### src/rtl/instruction_fetch.sv
// Instruction fetch unit: drives the combinational ROM address from pc and
// registers each returned word with its address and a valid flag.
module instruction_fetch #(
  parameter int ADDR_W   = 4,
  parameter int DATA_W   = 8,
  parameter int PROG_LEN = 10,
  parameter int WRAP     = 0
) (
  input  logic              clk,
  input  logic              rst,
  output logic [ADDR_W-1:0] mem_addr,
  input  logic [DATA_W-1:0] mem_data,
  input  logic              stall,
  input  logic              jump_en,
  input  logic [ADDR_W-1:0] jump_addr,
  output logic [ADDR_W-1:0] pc,
  output logic [DATA_W-1:0] instr,
  output logic [ADDR_W-1:0] instr_pc,
  output logic              instr_valid,
  output logic              halted,
  output logic              fault
);

  typedef enum logic {
    RUN,
    HALT
  } state_t;

  localparam logic [ADDR_W-1:0] LAST_PC = ADDR_W'(PROG_LEN - 1);

  state_t state;
  logic   jump_legal;

  assign mem_addr   = pc;
  assign jump_legal = (jump_addr <= LAST_PC);

  // NOTE: every state element is assigned with <= so all registers update
  // together from the values present before the edge.
  always_ff @(posedge clk) begin
    if (rst) begin
      state       <= RUN;
      pc          <= '0;
      instr       <= '0;
      instr_pc    <= '0;
      instr_valid <= 1'b0;
      halted      <= 1'b0;
      fault       <= 1'b0;
    end else if (jump_en) begin
      // A jump flushes the word at the old pc, in RUN or HALT, stalled or not.
      instr_valid <= 1'b0;
      if (jump_legal) begin
        pc     <= jump_addr;
        state  <= RUN;
        halted <= 1'b0;
      end else begin
        fault  <= 1'b1;
        state  <= HALT;
        halted <= 1'b1;
      end
    end else if (state == HALT) begin
      instr_valid <= 1'b0;
    end else if (!stall) begin
      instr       <= mem_data;
      instr_pc    <= pc;
      instr_valid <= 1'b1;
      if (pc == LAST_PC) begin
        if (WRAP != 0) begin
          pc <= '0;
        end else begin
          state  <= HALT;
          halted <= 1'b1;
        end
      end else begin
        pc <= pc + 1'b1;
      end
    end
  end

endmodule

### config.mk
export PLATFORM = sky130hd
export DESIGN_NAME = instruction_fetch
export DESIGN_NICKNAME = d
export VERILOG_FILES = /design/src/rtl/instruction_fetch.sv
export SDC_FILE = /design/constraint.sdc
export NUM_CORES = 1
export LEC_CHECK = 0
export CORE_ASPECT_RATIO = 1.2
export CORE_MARGIN = 3
export CORE_UTILIZATION = 36
export CTS_CLUSTER_SIZE = 25
export DETAILED_ROUTE_END_ITERATION = 8
export GPL_ROUTABILITY_DRIVEN = 0
export PLACE_DENSITY = 0.73
export SYNTH_ARGS = -nofsm -noshare
export SYNTH_HDL_FRONTEND = slang
export SYNTH_SLANG_ARGS = --single-unit
### constraint.sdc
create_clock -name clk -period 1.25 [get_ports clk]
set_clock_uncertainty 0.1 [all_clocks]
set_input_delay 0.3125 -clock clk [delete_from_list [all_inputs] [get_ports clk]]
set_output_delay 0.3125 -clock clk [all_outputs]
set_load 0.005 [all_outputs]
==> run metrics, run 1 <==
initial core utilization=0.381; hold path startpoint=instr_pc[3]; Power, Total=1.55 mW; Antenna Nets Post-Route=0; status=finished, violations left; area leader, netlist=dfxtp_1; Yosys top cell area share=0.455; internal power=1.16 mW; WL per Instance=13.4 µm; fin. max-slew vios=0; final worst slack=-243 ps; clk_lat worst skew=~290 ps; Synth Warn #=0; top_reg_cell synth=dfxtp_1; Nets=185; hold buffer count at CTS=0; Maximum Capacitance Violations=0; FMAX=roughly 0.67 GHz; CTS buffer count=3; die area=3080 µm²; largest net degree at the start of global routing=13; RR Startpoint=mem_addr[2]; number of antenna violations at the first check in global routing=0; NetSw=385 µW; Reg2Reg Depth=6; fraction of registers with async set or reset after synthesis=0; Rows=19; clock share of power=0.286; Slew Limit Headroom=0.780; crit path time final=1490 ps; Crit path arrival time=1590 ps; DR iter-0 viols=16; GR Util All Layers=0.175; Comb power frac=0.261; clk slew on worst S/H paths=120 ps; Post-DP HPWL=1690 µm; RSZ-0062 raised after global routing=yes; Setup crit end kind=flop; CP dominant cell by count=buf_6; Seq/Total Area, Yosys=0.455; core area=2310 µm²; P per Cell Area=1010 nW/µm²; number of inserted diodes=0; Mapped Cells=104; critical path cell sequence=buf_6 > buf_6 > nand3b_1 > a22o_4 > mux2i_1 > a21oi_1; CTS tree=yes; R2R Path End=mem_addr[0]; Worst IR Drop VDD=740 µV; fin crit share=1.19; CTS root buf=clkbuf_4; post-route cell area=1530 µm²; # clock sinks=20; Post-Synth Simple-Gate Area=0.186; number of vias per cell=around 4.9; count of final setup violators=13; Net Sw Frac=0.249; DIE WIDTH=51.1 µm; failing checks=setup timing; multiplexer share of the synthesized area=0.0228; H-tree levels=1; Worst Hold Path EP=instr_pc[3]; WL met3=224 µm; largest cells by area after synthesis=dfxtp_1, nand2_1, a21oi_1; r2r setup slk=-240 ps; startpoint class of the critical path=flop; DR pass1 iterations=6; total grt overflow=0; Worst EP required=about 1300 ps; M1 wire length=998 µm; Die Y=60.2 µm; cell family with most CP delay=flip-flops; syn nets=122; PortBufs=38; DRC=0; post-synthesis compound-gate area fraction=0.202; first-pass GRT wire length=slightly above 4000 µm; EDFF count, synth=0; largest family of logic cells by synthesized area=compound AO/OA/AOI/OAI gates; most numerous cell in the Yosys netlist=nand2_1; vias in the first global route=967; WHS Path Cells=2; Area Overhead vs Synth=74.3%; Worst Max-Slew Pin Slew=322 ps; CP max stage delay=370 ps; Placement Cell Area=1360 µm²; Leak Pwr=0.680 nW; Crit path buffers/inverters=2; clk buf depth=2; Netlist cell types=27; type of the worst min-delay path=flop to flop; list of most frequent post-synthesis cells=nand2_1, dfxtp_1, a21oi_1; CP max FO=7; DR vias=970; Highest Signal Layer=met4; Synth Area per Inst=8.46 µm²; critical path's slowest cell=dfxtp_4; final count of hold timing violations=0; num ports=39; XOR/XNOR Fraction of Synth Area=0.00996; Mapped Area=approximately 880 µm²; Yosys reg bits=20; WS Path Type=flop to flop; Adder-Cell Fraction of Synth Area=0.0284; setup TNS=-1670 ps; Seq pwr share=0.454; WL final=2650 µm; share of cells above drive strength 1=0.536; routed wl met2=roughly 1400 µm
==> cell usage in the layout, fill, tap and decap left out, drive strengths merged <==
cell type	instances
a2111oi	1
a211oi	1
a21oi	17
a221oi	1
a22o	1
buf	49
clkbuf	8
clkdlybuf4s50	13
dfxtp	20
dlygate4sd2	2
ha	2
inv	5
mux2i	2
nand2	25
nand2b	1
nand3	2
nand3b	1
nor2	5
nor3	2
o211ai	1
o21ai	3
o31a	2
or3	1
xnor2	1
==> flip-flops by register name, indices dropped and copies added, names as in the netlist <==
name and count:
instr_valid 1, state 1, fault 1, instr 8, halted 1, instr_pc 4, mem_addr 4
==> cell type report <==
| class | count | area (µm²) |
|---|---|---|
| fill | 207 | 773 |
| tap | 31 | 38.8 |
| inverter | 5 | 21.3 |
| multi-input combinational | 69 | 433 |
| sequential | 20 | 435 |
| timing repair buffer | 68 | 557 |
| clock buffer | 4 | 47.5 |
==> stage by stage <==
| stage | instances | setup slack, ps | hold WS, ps | util |
|---|---|---|---|---|
| floorplan | 104 | -51.9 | 334 | - |
| global placement | 177 | -509 | 340 | 0.591 |
| detailed placement | 177 | -553 | 346 | 0.591 |
| CTS | 194 | -213 | 360 | 0.646 |
| global route | 197 | -324 | 378 | 0.665 |
| finish | 197 | -243 | 365 | 0.665 |
==> kinds of logic after synthesis <==
logic type / Yosys count
simple gates: 37
mux: 2
flops: 20
xor+xnor: 1
buf+inv: 15
compound gates: 27
fa+ha+maj: 2
==> layer usage <==
layer,track usage,up-vias
li1,-,472
met1,0.185,449
met2,0.335,45
met3,0.0299,4
met4,0.0769,0
met5,0,-
==> worst max path at each step <==
stage                      startpoint     endpoint  slack, ps  cells after the start
after floorplan           mem_addr[1]  mem_addr[0]        -50                      6
after global placement        jump_en  mem_addr[0]       -510                      5
after detailed placement      jump_en  mem_addr[0]       -550                      5
after CTS                 mem_addr[2]  mem_addr[0]       -210                      6
after global routing      mem_addr[2]  mem_addr[0]       -320                      6
final                     mem_addr[2]  mem_addr[0]       -240                      6
==> worst reg2reg max path, cell delays in order, from the launching register on <==
cell	delay [ps]
dfxtp_4	370
buf_6	120
buf_6	110
nand3b_1	190
a22o_4	280
mux2i_1	160
a21oi_1	80
==> power by group through the flow <==
stage          logic, mW  registers [mW]  clock network (mW)
2_1_floorplan      0.138           0.723                   0
3_3_place_gp       0.314           0.719                   0
3_5_place_dp       0.320           0.720                   0
4_1_cts            0.369           0.699               0.451
5_1_grt            0.436           0.706               0.493
6_report           0.403           0.701               0.441
==> repair_timing <==
item                                    4_1_cts  5_1_grt
pin swaps                                     4        1
buffers inserted                             13        4
resized for setup                           112       18
endpoints found under the setup margin       43       24
(Power assumes the default switching activity.)
==> inputs of run 2 (changes only) <==
Settings changed: PLACE_DENSITY 0.73 to 0.77.
==> run metrics, run 2 (synthesis gave the netlist of run 1 again) <==
status=finished, violations left; failing checks=setup timing; critical path's slowest cell=dfxtp_4; Worst EP required=1350 ps; FMAX=0.660 GHz; largest reg by FF count=instr; crit path time final=1510 ps; # fillers=208; CTS tree=yes; Net Sw Frac=0.265; NetSw=401 µW; most used routing layer=met2; Worst Max-Slew Pin Slew=approximately 370 ps; die area=3080 µm²; CP max FO=7; Maximum Capacitance Violations=0; commonest non-fill, non-tap cell in the layout=nand2_1; max reg flops=8; CP dominant cell by count=buf_6; H-tree levels=1; fin. max-slew vios=0; largest net degree at the start of global routing=13; clk_lat worst skew=300 ps; number of vias per cell=4.80; Comb power frac=0.289; DR iter-0 viols=18; Area Overhead vs Synth=79.2%; final core utilization=0.684; most frequent cells in the layout=nand2_1, buf_4, a21oi_1, buf_2; total grt overflow=0; Crit path buffers/inverters=2; Seq pwr share=0.461; Crit path arrival time=1620 ps; WHS=352 ps; met2 GRT Util=0.339; fin crit share=1.21; clk buf depth=2; final worst slack=-265 ps; count of final setup violators=13; P per Cell Area=~960 nW/µm²; post-route cell area=1580 µm²; PortBufs=38; DR pass1 iterations=4; clk slew on worst S/H paths=120 ps; Antenna Nets Post-Route=0; num ports=39; Placement Cell Area=~1400 µm²; Leak Pwr=0.722 nW; Post-DP HPWL=1780 µm; share of cells above drive strength 1=0.541; core area=2310 µm²; Rows=19; internal power=1.11 mW; final count of hold timing violations=0; RSZ-0062 raised after global routing=yes; CTS buffer count=3; grt met1 use=0.196; M3 GR Usage=0.0449; WL final=2750 µm; # clock sinks=20; number of antenna violations at the first check in global routing=0; critical path cell sequence=buf_6 > buf_6 > ha_4 > nand3b_1 > a22o_4 > mux2i_1 > a21oi_1; number of inserted diodes=0; startpoint class of the critical path=flop; CP max stage delay=370 ps; Die Y=about 60 µm; Worst IR Drop VDD=805 µV; Setup crit end kind=flop; WS Path Type=flop to flop; DR vias=964; DIE WIDTH=51.1 µm; DRC=0; WL per Instance=~14 µm; CTS root buf=clkbuf_4; cell family with most CP delay=flip-flops; clock share of power=0.250; vias in the first global route=1011; hold buffer count at CTS=0; Slew Limit Headroom=0.749; first-pass GRT wire length=4280 µm; initial core utilization=0.381; GR Util All Layers=0.187; Nets=roughly 190; type of the worst min-delay path=flop to flop
## run 2: power by group through the flow
| stage | clock network (mW) | registers, mW | logic, mW |
|---|---|---|---|
| floorplan | 0 | 0.723 | 0.138 |
| finish | 0.379 | 0.699 | 0.438 |
| detailed placement | 0 | 0.722 | 0.326 |
| global placement | 0 | 0.721 | 0.317 |
| global route | 0.417 | 0.705 | 0.474 |
| CTS | 0.386 | 0.697 | 0.395 |
## run 2: per-stage QoR
step           setup TNS (ps)  instances  setup WS (ps)  total power, mW
6_report                -2070        201           -265             1.52
4_1_cts                 -1760        197           -245             1.48
3_5_place_dp            -9120        178           -541             1.05
3_3_place_gp            -8660        178           -486             1.04
5_1_grt                 -2670        201           -324             1.60
2_1_floorplan            -186        104          -51.9            0.861
## run 2: repair_timing
item,4_1_cts,5_1_grt
pin swaps,7,6
gates resized for setup,122,13
buffers inserted,15,4
cloned,0,0
endpoints found under the setup margin,42,14
## run 2: tightest hold or removal path: stages, from the launching register on
cell and delay, ps:
dfxtp_2 330, nand2_1 40, a21oi_1 50
## run 2: per-layer routing
| metal | part of all wire | wire length [µm] | up-vias |
|---|---|---|---|
| met2 | 0.53 | 1460 | 35 |
| met3 | 0.065 | 179 | 4 |
| li1 | - | - | 478 |
| met5 | 0 | 0 | - |
| met4 | 0.013 | 36 | 0 |
| met1 | 0.39 | 1070 | 447 |
## run 2: final cells by class
type                            instances  area [µm²]  area share
Clock buffer                            4        36.3      0.0230
Inverter                                5        21.3      0.0135
Multi-Input combinational cell         69         444       0.282
Sequential cell                        20         434       0.275
Tap cell                               31        38.8      0.0246
Timing Repair Buffer                   72         602       0.382
## run 2: final timing paths
path | end | cells after the start | slack, ps | startpoint
hold reg to reg | instr[7] | 2 | 350 | instr[7]
hold / removal | instr[7] | 2 | 350 | instr[7]
setup reg to reg | mem_addr[0] | 7 | -260 | mem_addr[0]
setup / recovery | mem_addr[0] | 7 | -260 | mem_addr[0]
